## config.mk

```make
export PLATFORM = sky130hd
export DESIGN_NAME = layer0_input_packer
export DESIGN_NICKNAME = d
export VERILOG_FILES = /design/src/rtl/layer0_input_packer.sv
export SDC_FILE = /design/constraint.sdc
export NUM_CORES = 1
export LEC_CHECK = 0
export ABC_AREA = 1
export CAP_MARGIN = 20
export CELL_PAD_IN_SITES_DETAIL_PLACEMENT = 1
export CELL_PAD_IN_SITES_GLOBAL_PLACEMENT = 2
export CORE_ASPECT_RATIO = 1.25
export CORE_MARGIN = 2
export CORE_UTILIZATION = 24
export DETAILED_ROUTE_END_ITERATION = 8
export GPL_ROUTABILITY_DRIVEN = 1
export PLACE_DENSITY_LB_ADDON = 0.08
export SYNTH_ARGS = -nofsm -noshare
export SYNTH_HDL_FRONTEND = slang
export SYNTH_SLANG_ARGS = --single-unit
export TNS_END_PERCENT = 10
```

## constraint.sdc

```tcl
create_clock -name clk -period 2.8 [get_ports clk]
set_clock_uncertainty 0.1 [all_clocks]
set_input_delay 0.84 -clock clk [delete_from_list [all_inputs] [get_ports clk]]
set_output_delay 0.84 -clock clk [all_outputs]
set_load 0.05 [all_outputs]
```

## src/rtl/layer0_input_packer.sv

```systemverilog
// layer0_input_packer: quantizes a stream of signed samples to FEAT_BITS each,
// packs NUM_FEAT of them into one word and hands the word to the layer-0
// neurons through a registered valid/ready output slot. A new frame can
// collect while the previous word waits in the output slot.
// Optional build macro: LAST_CHECK_EN enables s_last framing checks and the
// sticky err flag; without it s_last is ignored and err is tied low.
module layer0_input_packer #(
    parameter int IN_W      = 16,
    parameter int NUM_FEAT  = 3,
    parameter int FEAT_BITS = 2,
    parameter int SHIFT     = 8
) (
    input  logic                          clk,
    input  logic                          rst,
    input  logic [IN_W-1:0]               s_data,
    input  logic                          s_valid,
    input  logic                          s_last,
    output logic                          s_ready,
    output logic [NUM_FEAT*FEAT_BITS-1:0] m_data,
    output logic                          m_valid,
    input  logic                          m_ready,
    output logic                          err
);

    localparam int W     = NUM_FEAT * FEAT_BITS;
    localparam int CNT_W = (NUM_FEAT > 1) ? $clog2(NUM_FEAT) : 1;
    localparam int QOFF  = 2 ** (FEAT_BITS - 1);
    localparam int QMAX  = 2 ** FEAT_BITS - 1;
    localparam logic [CNT_W-1:0] LAST = CNT_W'(NUM_FEAT - 1);

    // STALL means the final sample of a frame is due but the output slot is full
    typedef enum logic {
        COLLECT,
        STALL
    } state_t;

    state_t           state;
    state_t           state_next;
    logic [CNT_W-1:0] cnt;
    logic [CNT_W-1:0] cnt_next;
    logic [W-1:0]     collect;
    logic [W-1:0]     merged;
    logic             accept;
    logic             frame_err;
    logic             load;
    logic             m_valid_next;

    logic signed [IN_W-1:0] t;
    logic signed [IN_W:0]   biased;
    logic [FEAT_BITS-1:0]   q;

    // Quantize: arithmetic shift, offset to unsigned, clamp to the feature range
    always_comb begin
        t      = $signed(s_data) >>> SHIFT;
        biased = $signed({t[IN_W-1], t}) + $signed((IN_W+1)'(QOFF));
        if (biased < 0)
            q = '0;
        else if (biased > $signed((IN_W+1)'(QMAX)))
            q = '1;
        else
            q = biased[FEAT_BITS-1:0];
    end

    // Merge the incoming feature into its slot of the collect buffer
    always_comb begin
        merged = collect;
        for (int unsigned k = 0; k < NUM_FEAT; k++) begin
            if (CNT_W'(k) == cnt)
                merged[k*FEAT_BITS +: FEAT_BITS] = q;
        end
    end

    // Next-state and handshake logic; s_ready is combinational from m_ready so
    // the slot can be refilled in the same cycle the old word is taken
    always_comb begin
        s_ready = !(state == STALL && !m_ready);
        accept  = s_valid & s_ready;
`ifdef LAST_CHECK_EN
        frame_err = accept & (s_last != (cnt == LAST));
`else
        frame_err = 1'b0;
`endif
        load = accept & (cnt == LAST) & ~frame_err;

        cnt_next = cnt;
        if (accept) begin
            if (frame_err || cnt == LAST)
                cnt_next = '0;
            else
                cnt_next = cnt + CNT_W'(1);
        end

        m_valid_next = load | (m_valid & ~m_ready);
        // State tracks "last sample due and slot occupied" one cycle ahead
        state_next   = (cnt_next == LAST && m_valid_next) ? STALL : COLLECT;
    end

    // FSM state register
    always_ff @(posedge clk or posedge rst) begin
        if (rst)
            state <= COLLECT;
        else
            state <= state_next;
    end

    // Sample counter and collect buffer (not cleared between frames)
    always_ff @(posedge clk or posedge rst) begin
        if (rst) begin
            cnt     <= '0;
            collect <= '0;
        end else begin
            cnt <= cnt_next;
            if (accept && !frame_err)
                collect <= merged;
        end
    end

    // Output slot: load on the last sample, clear valid when taken without refill
    always_ff @(posedge clk or posedge rst) begin
        if (rst) begin
            m_data  <= '0;
            m_valid <= 1'b0;
        end else begin
            m_valid <= m_valid_next;
            if (load)
                m_data <= merged;
        end
    end

`ifdef LAST_CHECK_EN
    // Sticky framing error, cleared only by reset
    always_ff @(posedge clk or posedge rst) begin
        if (rst)
            err <= 1'b0;
        else if (frame_err)
            err <= 1'b1;
    end
`else
    logic unused_last;
    assign unused_last = s_last;
    assign err         = 1'b0;
`endif

endmodule
```

==> flow_metrics.py, run 1 <==
metrics = {
    "floorplanning": {
        "die_x_um": 55.5,
        "num_rows": 23,
        "coreArea_um2": 3190,
        "pin_count": 30,
        "dieArea_um2": 3800,
        "start_util_pct": 24.9,
        "die_h_um": 68.4,
    },
    "logic_synthesis": {
        "async_flop_share_pct": 100,
        "yosysUniqueCellTypes": 21,
        "synth_seq_cells": 14,
        "netlist_area_um2": 796,
        "ys_seq_area_share_pct": 44.0,
        "synth_common_cells": "21 x inv_1, 19 x nand2_1, 14 x dfrtp_1, 12 x nor2_1, 7 x a21oi_1",
        "synth.avg_cell_area_um2": 7.65,
        "synth_fp_nets": 127,
        "synth_top_area_cell": "dfrtp_1",
        "synth_top_flop_cell": "dfrtp_1",
        "synth_enable_flop_cells": 0,
        "synth_area_leaders": "dfrtp_1 44%, inv_1 9.9%, nand2_1 9.0%",
        "synth_top_area_share_pct": 44.0,
        "ys_warn_count": 0,
        "synthCells": 104,
        "synth_most_common_cell": "inv_1",
    },
    "critical_path": {
        "crit_slowest_cell": "clkdlybuf4s50_1",
        "crit_arrival_ns": 1.60,
        "cp_slowest_stage_delay_ns": 0.45,
        "r2r_start": "state",
        "timing_worst_setup_path_type": "in -> out",
        "cp.required_ns": 1.86,
        "setup.worst_path.start": "m_ready",
        "path_cells": "clkdlybuf4s50_1, inv_1, nand2_1, buf_12",
        "critPathLaunchType": "input pin",
        "cp-end-kind": "output port",
        "rr_worst_depth": 8,
        "reg2reg_slack_ns": 1.45,
        "cp_max_fo": 2,
    },
    "job": {
        "cap_viol_max_count": 0,
    },
    "worst_hold_path": {
        "holdPathStages": 2,
        "hold_path_class": "reg -> reg",
        "hp-start": "m_data[4]",
    },
    "clocking": {
        "clock_latency_ns": 0.24,
        "clk_pin_slew_worst_paths_ns": 0.06,
        "cts_buffers": 3,
        "cts_tree": "built",
        "cts.repair.resized": 0,
        "ctsHoldBuffers": 0,
        "cts_buffer_depth": 2,
        "post_cts_buffers": 0,
        "htree_num_levels": 1,
        "root_buffer": "clkbuf_8",
        "cts.sinks": 14,
    },
    "global_routing": {
        "grt_overflow": 0,
        "grt_max_degree": 15,
        "grt_util_all_layers_pct": 10.9,
        "grt_pass1_wl_um": 3060,
        "grt_pass1_vias": 753,
        "antenna_found_initial": 0,
    },
    "timing": {
        "finalMaxSlewViolations": 0,
        "rsz0062_at_grt": "false",
        "fin_ws_ns": 0.256,
        "fin_crit_sh_pct": 90.9,
        "fmax_mhz": 393,
        "fin_setup_tns_ns": 0,
        "setup_viol": 0,
        "period_needed_ns": 2.54,
        "relSlewSlack_pct": 63.8,
        "finalHoldViolCount": 0,
        "worstMarginPinSlew_ns": 0.542,
    },
    "route": {
        "drc": 0,
        "drt_iter0_drc": 8,
        "routed_via_density": 4.35,
        "wl_per_cell_um": 11.0,
        "drt_wl_total_um": 1800,
        "antenna_left": 0,
        "drt-pass1-iter-count": 2,
        "vias": 713,
    },
    "placement": {
        "io_buffers": 19,
        "gp_congestion": 0.646,
        "dp_worst_setup_slack_ns": 0.139,
        "place_hpwl_um": 1500,
    },
    "layout": {
        "num_antenna_cells": 0,
        "drive_above_1_share_pct": 15.0,
        "layout.nets": 151,
        "area_growth_pct": 38.4,
    },
    "power_and_ir_drop": {
        "p_per_area_nw_per_um2": 967,
        "power_mw": 1.06,
        "peakVddDrop_uv": 393,
        "p_leak_nw": 0.568,
    },
    "outcome": {
        "status": "complete, no violations",
    },
}
[layout by cell type (no fill, tap or decap)]
master           netlist  routed
or2_2                  2       2
nand2_1               19      19
nor3_1                 1       1
clkbuf_8               0       4
a21oi_1                7       7
o21ai_4                1       1
ha_1                   2       2
o21bai_1               1       1
nand3_2                3       3
nand3_1                2       2
nor2_1                12      12
o21ai_1                1       1
buf_4                  1       2
nand2_2                5       5
conb_1                 1       1
buf_12                 0       1
nor2_2                 1       1
clkdlybuf4s50_1        0      18
nand4_1                3       3
dfrtp_1               14      14
inv_1                 21      21
nand3b_1               1       1
o21ai_0                5       5
[report_power, final]
group / switching, mW / total [mW] / internal [mW]
logic: 0.336 / 0.518 / 0.182
registers: 0.0525 / 0.349 / 0.296
clock network: 0.0726 / 0.197 / 0.124
[flip-flops by register name (all words and copies together), names as in the netlist]
signal and flops:
collect 4, state 1, m_valid 1, m_data 6, cnt 2
[final cells by class]
type | instances | area (um2)
clock buffer | 4 | 55.1
fill | 399 | 2090
inverter | 21 | 78.8
multi-input combinational | 67 | 355
sequential | 14 | 350
tap | 37 | 46.3
timing repair buffer | 21 | 215
[cell families after synthesis]
group | Yosys count | share of synthesized area (%)
and+or+nand+nor | 49 | 29.9
other | 1 | 0.471
buffers and inverters | 23 | 11.3
DFF | 14 | 44.0
AOI/OAI and AO/OA | 15 | 11.2
adders and majority gates | 2 | 3.14
[routing by layer]
layer | vias to the layer above | part of all wire [%] | track usage (%)
met1 | 331 | 37 | 9.09
met2 | 15 | 57 | 22.6
met4 | 0 | 2.6 | 9.15
li1 | 365 | - | -
met3 | 2 | 3.3 | 1.51
met5 | - | 0 | 0
[through the flow]
stage,cell area (um2),std cells,utilization (%),hold WS (ns)
2_1_floorplan,796,104,-,0.396
3_3_place_gp,1050,160,32.7,0.365
3_5_place_dp,1050,160,32.7,0.378
4_1_cts,1100,164,34.5,0.393
5_1_grt,1100,164,34.5,0.416
6_report,1100,164,34.5,0.385
[final timing paths]
kind,endpoint
worst max-delay path,s_ready
worst min-delay path,m_data[4]
worst max register to register,collect[0]
worst min register to register,m_data[4]
max in group asynchronous,m_data[0]
min in group asynchronous,state
[worst max-delay path: cells and delay by family]
kind,cells,cell delay [ns]
buffers and inverters,3,0.65
and+or+nand+nor,1,0.11
Power figures use the tool's default switching activity.
==> inputs of run 2 (changes only) <==
--- a/config.mk
+++ b/config.mk
@@ -13,7 +13,8 @@
 export CORE_MARGIN = 2
 export CORE_UTILIZATION = 24
 export DETAILED_ROUTE_END_ITERATION = 8
-export GPL_ROUTABILITY_DRIVEN = 1
+export GPL_ROUTABILITY_DRIVEN = 0
+export HOLD_SLACK_MARGIN = 0.02
 export PLACE_DENSITY_LB_ADDON = 0.08
 export SYNTH_ARGS = -nofsm -noshare
 export SYNTH_HDL_FRONTEND = slang
==> constraint.sdc (replaced) <==
create_clock -name clk -period 3.02 [get_ports clk]
set_clock_uncertainty 0.1 [all_clocks]
set_input_delay 0.906 -clock clk [delete_from_list [all_inputs] [get_ports clk]]
set_output_delay 0.906 -clock clk [all_outputs]
set_load 0.05 [all_outputs]
==> run 2 against run 1 <==
Net effect: sequential cell count did not move; utilization shrank 0.67 points; hold slack better by 0.00072 ns; combinational power shrank 8.5%; clock power shrank 23%.
==> flow_metrics.py, run 2 (synthesis results as in run 1) <==
metrics = {
    "route": {
        "routed.top_layer": "met4",
        "vias": 725,
        "drt_iter0_drc": 19,
        "antenna_left": 0,
        "wl_met1_um": 692,
        "wl_met3_um": 62,
        "drt_wl_total_um": 1760,
        "drc": 0,
        "drt-pass1-iter-count": 3,
        "wl_per_cell_um": 10.9,
        "routed_via_density": 4.48,
        "met2WireLength_um": 955,
    },
    "floorplanning": {
        "coreArea_um2": 3190,
        "die_h_um": 68.4,
        "dieArea_um2": 3800,
        "start_util_pct": 24.9,
        "num_rows": 23,
        "die_x_um": 55.5,
        "pin_count": 30,
    },
    "clocking": {
        "cts_tree": "built",
        "root_buffer": "clkbuf_8",
        "post_cts_buffers": 0,
        "htree_num_levels": 1,
        "cts.repair.resized": 0,
        "cts.sinks": 14,
        "ctsHoldBuffers": 0,
        "cts_buffer_depth": 2,
        "clk_pin_slew_worst_paths_ns": 0.06,
        "clock_latency_ns": 0.24,
        "cts_buffers": 3,
    },
    "critical_path": {
        "timing_worst_setup_path_type": "in -> out",
        "cp.required_ns": 2.01,
        "crit_arrival_ns": 1.67,
        "cp-end-kind": "output port",
        "cp_max_fo": 2,
        "critPathLaunchType": "input pin",
    },
    "power_and_ir_drop": {
        "power_uw": 949,
        "peakVddDrop_uv": 402,
        "p_leak_nw": 0.557,
        "p_per_area_nw_per_um2": 879,
    },
    "outcome": {
        "status": "complete, no violations",
    },
    "worst_hold_path": {
        "hold_path_class": "reg -> reg",
    },
    "layout": {
        "layout.nets": 150,
        "regMostFlops": "m_data",
        "drive_above_1_share_pct": 13.6,
        "area_growth_pct": 35.7,
        "largest_reg_flops": 6,
        "layout_common_cells": "21 x inv_1, 19 x nand2_1, 18 x clkdlybuf4s50_1, 14 x dfrtp_1, 12 x nor2_1",
        "num_antenna_cells": 0,
        "largest_registers": "m_data (6), collect (4), cnt (2)",
        "layout_commonest_cell": "inv_1",
        "stdcell_count": 162,
    },
    "global_routing": {
        "grt_pass1_wl_um": 3030,
        "grt_max_degree": 15,
        "grt_overflow": 0,
        "grt_pass1_vias": 742,
        "grt_util_all_layers_pct": 10.5,
        "antenna_found_initial": 0,
    },
    "timing": {
        "worstMarginPinSlew_ns": 0.539,
        "fmax_mhz": 374,
        "finalMaxSlewViolations": 0,
        "relSlewSlack_pct": 64.0,
        "fin_crit_sh_pct": 88.5,
        "period_needed_ns": 2.67,
        "setup_viol": 0,
        "rsz0062_at_grt": "false",
        "finalHoldViolCount": 0,
        "fin_hold_ws_ns": 0.386,
        "fin_setup_tns_ns": 0,
    },
    "placement": {
        "place_inst": 159,
        "io_buffers": 19,
        "place_hpwl_um": 1480,
    },
    "job": {
        "cap_viol_max_count": 0,
    },
}
## run 2: routing by layer
metal | track usage, % | vias up
met5 | 0 | -
met2 | 21.3 | 17
met4 | 7.32 | 0
met3 | 1.89 | 4
li1 | - | 366
met1 | 9.58 | 338
## run 2: through the flow
step / cell area, um2 / setup WS (ns) / util [%]
6_report: 1080 / 0.347 / 33.8
3_5_place_dp: 1040 / 0.250 / 32.5
3_3_place_gp: 1040 / 0.264 / 32.5
4_1_cts: 1080 / 0.337 / 33.8
2_1_floorplan: 796 / 0.729 / -
5_1_grt: 1080 / 0.297 / 33.8
## run 2: path summary, 6_finish.rpt
path                            startpoint   endpoint  slack [ns]  depth (start not counted)
worst max-delay path               m_ready    s_ready        0.35                          4
worst min-delay path             m_data[2]  m_data[2]        0.39                          2
worst max register to register       state      state        1.55                          7
worst min register to register   m_data[2]  m_data[2]        0.39                          2
max in group asynchronous              rst  m_data[3]        1.56                          2
min in group asynchronous              rst  m_data[2]        0.91                          2
## run 2: worst max-delay path: stages
cell and delay [ns]:
clkdlybuf4s50_1 0.45, inv_1 0.05, nand2_1 0.11, buf_12 0.15
## run 2: area by class of cell
type / instances / area, um2
tap: 37 / 46.3
fill: 406 / 2110
timing repair buffer: 20 / 208
inverter: 21 / 78.8
clock buffer: 3 / 41.3
sequential: 14 / 350
multi-input combinational: 67 / 355
## run 2: power breakdown
group,internal [mW],total [mW],switching (mW),leakage [nW]
Sequential,0.275,0.324,0.0486,0.170
Clock,0.0881,0.151,0.0627,0.0216
Combinational,0.165,0.474,0.310,0.366
Total,0.528,0.949,0.421,0.557
